File: src/rtl/calcsys_control_unit.sv
// Sequencing FSM for the calculator datapath (Moore outputs).
// Optional build macro: CALC_TIMEOUT_EN enables the CWAIT/DWAIT abort.
module calcsys_control_unit #(
    parameter int unsigned MUL_LAT = 3,
    parameter int unsigned TIMEOUT = 15
) (
    input  logic       clk,
    input  logic       rst,
    input  logic       go,
    input  logic [2:0] OP_out,
    input  logic       errFlag,
    input  logic       done_calc,
    input  logic       done_div,
    output logic       x_en,
    output logic       y_en,
    output logic       f_en,
    output logic       hi_en,
    output logic       lo_en,
    output logic [1:0] sel_lo,
    output logic [1:0] sel_hi,
    output logic       sel_p,
    output logic [1:0] op_calc,
    output logic       go_calc,
    output logic       go_div,
    output logic       busy,
    output logic       done,
    output logic       err,
    output logic [3:0] CS
);

    typedef enum logic [3:0] {
        S_IDLE   = 4'd0,
        S_LOAD   = 4'd1,
        S_DECODE = 4'd2,
        S_PASS   = 4'd3,
        S_CALC   = 4'd4,
        S_CWAIT  = 4'd5,
        S_MUL    = 4'd6,
        S_DIV    = 4'd7,
        S_DWAIT  = 4'd8,
        S_WRITE  = 4'd9,
        S_DONE   = 4'd10,
        S_ERR    = 4'd11
    } state_t;

    state_t     state;
    state_t     state_nx;
    logic       go_q;
    logic       go_rise;
    logic [3:0] mul_cnt;
    logic [7:0] wait_cnt;
    logic       mul_last;
    logic       wait_last;
    logic [1:0] sel_r;
    logic       sel_p_r;
    logic [1:0] op_r;

    assign go_rise   = go & ~go_q;
    assign mul_last  = (mul_cnt == 4'(MUL_LAT - 1));
    assign wait_last = (wait_cnt == 8'(TIMEOUT - 1));

    // State register
    always_ff @(posedge clk or negedge rst) begin
        if (!rst) state <= S_IDLE;
        else      state <= state_nx;
    end

    // Go edge history is tracked every cycle so a held level never restarts
    always_ff @(posedge clk or negedge rst) begin
        if (!rst) go_q <= 1'b0;
        else      go_q <= go;
    end

    // Multiplier latency counter, active only while in MUL
    always_ff @(posedge clk or negedge rst) begin
        if (!rst)                 mul_cnt <= '0;
        else if (state == S_MUL)  mul_cnt <= mul_cnt + 4'd1;
        else                      mul_cnt <= '0;
    end

    // Wait-cycle counter for CWAIT/DWAIT; saturates at the last cycle
    always_ff @(posedge clk or negedge rst) begin
        if (!rst) begin
            wait_cnt <= '0;
        end else if (state == S_CWAIT || state == S_DWAIT) begin
            if (!wait_last) wait_cnt <= wait_cnt + 8'd1;
        end else begin
            wait_cnt <= '0;
        end
    end

    // Result routing captured in DECODE and held through WRITE
    always_ff @(posedge clk or negedge rst) begin
        if (!rst) begin
            sel_r   <= 2'b00;
            sel_p_r <= 1'b0;
            op_r    <= 2'b00;
        end else if (state == S_DECODE) begin
            case (OP_out)
                3'b000:  begin sel_r <= 2'b00; sel_p_r <= 1'b0; end
                3'b001:  begin sel_r <= 2'b00; sel_p_r <= 1'b1; end
                3'b010:  begin sel_r <= 2'b01; op_r <= 2'b00; end
                3'b011:  begin sel_r <= 2'b01; op_r <= 2'b01; end
                3'b100:  begin sel_r <= 2'b01; op_r <= 2'b10; end
                3'b101:  begin sel_r <= 2'b01; op_r <= 2'b11; end
                3'b110:  sel_r <= 2'b10;
                default: sel_r <= 2'b11;
            endcase
        end
    end

    // Next-state logic
    always_comb begin
        state_nx = state;
        case (state)
            S_IDLE:   if (go_rise) state_nx = S_LOAD;
            S_LOAD:   state_nx = errFlag ? S_ERR : S_DECODE;
            S_DECODE: begin
                case (OP_out)
                    3'b000, 3'b001: state_nx = S_PASS;
                    3'b110:         state_nx = S_MUL;
                    3'b111:         state_nx = S_DIV;
                    default:        state_nx = S_CALC;
                endcase
            end
            S_PASS:   state_nx = S_WRITE;
            S_CALC:   state_nx = S_CWAIT;
            S_CWAIT: begin
                if (done_calc) state_nx = S_WRITE;
`ifdef CALC_TIMEOUT_EN
                else if (wait_last) state_nx = S_ERR;
`endif
            end
            S_MUL:    if (mul_last) state_nx = S_WRITE;
            S_DIV:    state_nx = S_DWAIT;
            S_DWAIT: begin
                if (done_div) state_nx = S_WRITE;
`ifdef CALC_TIMEOUT_EN
                else if (wait_last) state_nx = S_ERR;
`endif
            end
            S_WRITE:  state_nx = S_DONE;
            S_DONE:   state_nx = S_IDLE;
            S_ERR:    if (go_rise) state_nx = S_LOAD;
            default:  state_nx = S_IDLE;
        endcase
    end

    // Moore outputs decoded from the current state
    always_comb begin
        x_en    = 1'b0;
        y_en    = 1'b0;
        f_en    = 1'b0;
        hi_en   = 1'b0;
        lo_en   = 1'b0;
        go_calc = 1'b0;
        go_div  = 1'b0;
        busy    = 1'b1;
        done    = 1'b0;
        err     = 1'b0;
        case (state)
            S_IDLE:  busy = 1'b0;
            S_LOAD:  begin x_en = 1'b1; y_en = 1'b1; f_en = 1'b1; end
            S_CALC:  go_calc = 1'b1;
            S_DIV:   go_div = 1'b1;
            S_WRITE: begin hi_en = 1'b1; lo_en = 1'b1; end
            S_DONE:  begin busy = 1'b0; done = 1'b1; end
            S_ERR:   begin busy = 1'b0; err = 1'b1; end
            default: ;
        endcase
    end

    assign sel_lo  = sel_r;
    assign sel_hi  = sel_r;
    assign sel_p   = sel_p_r;
    assign op_calc = op_r;
    assign CS      = state;

endmodule

File: config.mk
export PLATFORM = sky130hd
export DESIGN_NAME = calcsys_control_unit
export DESIGN_NICKNAME = d
export VERILOG_FILES = /design/src/rtl/calcsys_control_unit.sv
export SDC_FILE = /design/constraint.sdc
export NUM_CORES = 1
export LEC_CHECK = 0
export CORE_UTILIZATION = 45
export DETAILED_ROUTE_END_ITERATION = 6
export PLACE_DENSITY = 0.78
export SYNTH_ARGS = -nofsm -noshare
export SYNTH_HDL_FRONTEND = slang
export SYNTH_SLANG_ARGS = --single-unit
File: constraint.sdc
create_clock -name clk -period 1.8 [get_ports clk]
set_clock_uncertainty 0.05 [all_clocks]
set_input_delay 0.27 -clock clk [delete_from_list [all_inputs] [get_ports clk]]
set_output_delay 0.27 -clock clk [all_outputs]
set_load 0.01 [all_outputs]
==> Word-level counts from Yosys, hierarchy flattened <==
Cells that the tools add are included.
{ "word_totals": {"ff_bits": 14, "inputBits": 9, "out_inout_bits": 21, "wordCells": 61} }
{ "classes": {"addsub": 1, "n_eq_ne": 23, "n_mux": 18, "bitwise": 2, "n_reduce_logical": 11} }
{ "op_table": {"columns": ["cell", "count"], "rows": [
  ["4-bit case mux with 10 select lines", 1],
  ["4-bit two-way mux", 6],
  ["4-bit by 3-bit == test with 1-bit output (second input constant)", 4],
  ["4-bit == test (second input constant)", 4],
  ["3-bit == test (second input constant)", 4],
  ["4-bit by 2-bit == test with 1-bit output (second input constant)", 3],
  ["3-bit case mux with 3 select lines", 1],
  ["2-bit case mux with 4 select lines", 1],
  ["1-bit two-way mux", 7],
  ["3-bit by 2-bit == test with 1-bit output (second input constant)", 2],
  ["2-bit inequality test (second input constant)", 3],
  ["2-bit case mux with 3 select lines", 1],
  ["4-bit by 1-bit adder with 4-bit output (second input constant)", 1],
  ["4-bit by 1-bit == test with 1-bit output (second input constant)", 1],
  ["4-bit logical NOT", 1],
  ["2-bit AND reduction", 2],
  ["4-bit AND reduction", 1],
  ["4-bit nonzero test", 1],
  ["2-bit OR reduction", 2],
  ["4-bit OR reduction", 1],
  ["3-bit by 1-bit == test with 1-bit output (second input constant)", 1],
  ["3-bit logical NOT", 1],
  ["3-bit OR reduction", 1],
  ["2-bit by 1-bit inequality test with 1-bit output (second input constant)", 1],
  ["other kinds (4)", 4]
]} }

==> Longest topological paths before layout <==
{ "depth": {"ltp_word": 4, "mapped_depth": 6, "mapped_depth_nobuf": 6} }

==> Least setup slack after synthesis <==
Ideal clock, no wire load.
{ "synth_timing": {"path_kind": "register -> output", "start": "register state[2] (netlist: CS[2])", "end": "output x_en", "arrival_time_ns": 1.456, "required_ns": 1.480, "slack_ns": 0.024, "path_stages_with_launch": 5, "n_path_buf": 2, "cell_sequence": "dfrtp_1 clkbuf_1 nand2b_1 nor3_1 buf_4"} }
{ "synth_via": {"elab_chain_cells": 2} }
{ "synth_rtl": {"columns": ["item", "line_no", "rtl"], "rows": [
  ["start, declared", "46", "state_t state;"],
  ["start signal, assigned", "65", "else state <= state_nx;"],
  ["4-bit by 1-bit == test with 1-bit output", null, null],
  ["1-bit two-way mux", null, null],
  ["end, declared", "14", "output logic x_en,"]
]} }
Every way passes these cells.

==> Final worst setup path <==
{ "layout_timing": {"start": "register state[0] (netlist: CS[0])", "end": "output busy"} }
{ "layout_via": {"elab_chain_cells": 3, "word_cells_on_any_way": 5, "cone_classes": "eq/ne (2); mux (1); reduce/logical (2)"} }
{ "layout_rtl": {"columns": ["item", "line_no", "rtl"], "rows": [
  ["4-bit == test or 4-bit logical NOT (tied branches)", "161", "case (state)"],
  ["3-bit OR reduction (no line) (*)", null, null],
  ["1-bit two-way mux (*)", "161", null],
  ["end, declared", "25", "output logic busy,"]
]} }
Mark *: on every way between the ends. The rest lies on a longest branch, timed or not.

==> flow_summary.toml <==
[power_and_ir_drop]
p_per_area_nw_per_um2 = 1500
switching_share = 0.393
p_comb_frac = 0.668
p_clk_frac = 0.106
p_seq_frac = 0.226
p_int_mw = 1.34
p_leak_nw = 0.713
power.switching_mw = 0.864
worst_ir_drop_vdd_mv = 1.10

[drt]
drt_iter0_drc = 48
vias_per_cell = 5.17
firstDrtPassIters = 4
vias = 926
ant_nets = 0
wl_mm = 2.65
drc = 0
wire_per_inst_um = 14.8

[sta]
setup_tns_ps = 0
post-route-period-util = 0.981
final-hold-violation-count = 0
tightest_slew_ps = 337
slew_headroom = 0.774
finalSetupViolations = 0
slew_viol_final = 0
whs_ps = 231
period_needed_ps = 1770
fmax_mhz = 567

[die]
start_util = 0.478
floorplan.die.width_um = 47.4
io_pins = 30
die_h_um = 47.4
design.core.area_sq_um = 1940
die-area_sq_um = 2250
rows = 16

[worst_setup_path]
worst_ep_required_time_ps = 1480
worstSetupEndpointType = "output port"
r2r_start = "CS[2]"
rr_worst_depth = 5
crit_fanout = 3
crit_type = "reg -> out"
critPathLaunchType = "flop"
r2r-end = "sel_hi[1]"
arrival_ps = 1450
reg2reg_setup_slack_ps = 90

[finish]
final_area_sq_um = 1460
final_common_cell = "buf_4"
regArea_sq_um = 353
num_antenna_cells = 0
fillers = 142
fin_nets = 167
utilization = 0.754
syn_to_final_growth_pct = 57.7
drive_above_1_share = 0.336
final_cell_mix = "buf_4, clkdlybuf4s50_1, nor2_1, dfrtp_1, nand2_1"
multiInputGateArea_sq_um = 537

[logic_synthesis]
syn-num-nets = 116
synth_ff_type = "dfrtp_1"
syn_area_per_cell_sq_um = 9.10
yosysTopAreaCell = "dfrtp_1"
ys_types = 32
yosys_warnings = 0
synth_top_area_share = 0.377
ys_seq_elements = 14
yosysSeqAreaShare = 0.377
async_flop_share = 1.00
syn_area_sq_um = 928
synth-edff-count = 0
synthTopCellsByArea = "dfrtp_1, ha_1, nor2_1, buf_4, nand2b_1"
synthCells = 102

[grt]
grt_pass1_wl_mm = 3.97
grt_pass1_vias = 866
grt_max_degree = 15
grt_overflow = 0
grt_use_total = 0.260
antenna_found_initial = 0

[clock_network]
worstSkewPairLatency_ps = 280
cts_tree = "yes"
clk_pin_slew_ps = 90
cts.sinks = 14
clockRootBuffer = "clkbuf_4"
hold_buffers = 0
clk_path_buf_depth = 2
h-tree-depth = 1
cts_buffers = 3

[placed_design]
detailed_place_hpwl_mm = 1.79
gp_congestion = 0.874
dpl_cell_area_sq_um = 1320
port_buffers = 29

[status]
outcome = "finished, final reports clean"

[min_path]
hold_path_class = "in -> async"

[flow_run]
max_cap_viol_count = 0
## sequential cells by signal, indices dropped and copies added, names as in the netlist
| register | count |
|---|---|
| sel_p | 1 |
| go_q | 1 |
| CS | 4 |
| op_calc | 2 |
| sel_hi | 2 |
| mul_cnt | 4 |
## what timing repair did
action,CTS,global route
pin swaps,0,5
setup endpoints to repair,10,11
resized for setup,29,20
buffers inserted,8,3
## layer usage
layer / part of all wire / up-vias / GRT usage
li1: - / 447 / -
met1: 0.42 / 447 / 0.310
met2: 0.53 / 25 / 0.458
met3: 0.035 / 7 / 0.0377
met4: 0.023 / 0 / 0.120
met5: 0 / - / 0
## cell usage after synthesis (2+ instances only)
master / number
a21oi_1: 6
inv_1: 6
nand2_1: 9
nor2_1: 14
dfrtp_1: 14
clkbuf_1: 2
xnor2_1: 2
nand3_1: 2
buf_4: 5
nor3_1: 5
o32a_1: 2
a31oi_1: 2
o21ai_0: 3
nand2b_1: 6
ha_1: 5
buf_2: 2
nor3b_1: 2
## worst max-delay path by stage
stage / startpoint / slack [ps] / depth (start not counted) / end
6_report: CS[0] / 30 / 3 / busy
5_1_grt: CS[0] / -7 / 3 / busy
4_1_cts: CS[2] / -90 / 5 / y_en
3_5_place_dp: CS[2] / -6 / 3 / y_en
3_3_place_gp: CS[0] / 50 / 3 / busy
2_1_floorplan: CS[2] / 20 / 4 / x_en
## critical path, stage by stage, from the launching register on
cell     delay, ps
dfrtp_2        440
or3_4          420
a21o_1         170
buf_2          130
## through the flow
| step | instances | setup slack (ps) | total power, mW |
|---|---|---|---|
| floorplan | 102 | 24.2 | 1.20 |
| global placement | 166 | 47.4 | 1.71 |
| detailed placement | 166 | -5.55 | 1.74 |
| CTS | 178 | -89.8 | 2.06 |
| global route | 179 | -7.11 | 2.33 |
| finish | 179 | 34.9 | 2.20 |
## layout make-up
cell class	instances	share of cell area
clock buffers	4	0.0248
inverters	6	0.0154
flip-flops and latches	14	0.241
multi-input cells	72	0.367
well taps	27	0.0231
repair buffers	56	0.329
## cell families (layout without fill, tap and decap cells)
logic type                 count (synthesis)  after routing  synth area share
muxes                                      2              2            0.0243
adders and majority gates                  5              5            0.0674
xor gates and xnor gates                   3              3            0.0283
buffers and inverters                     16             66            0.0957
and+or+nand+nor                           43             43             0.253
AOI/OAI and AO/OA                         19             19             0.154
DFF                                       14             14             0.377
## power groups by stage
stage	registers, mW	logic (mW)	clock network (mW)
final	0.497	1.47	0.232
after global placement	0.489	1.22	0
after global routing	0.507	1.57	0.254
after detailed placement	0.493	1.25	0
after floorplan	0.532	0.663	0
after CTS	0.482	1.34	0.238
No activity file was read; power rests on OpenSTA's default activity.
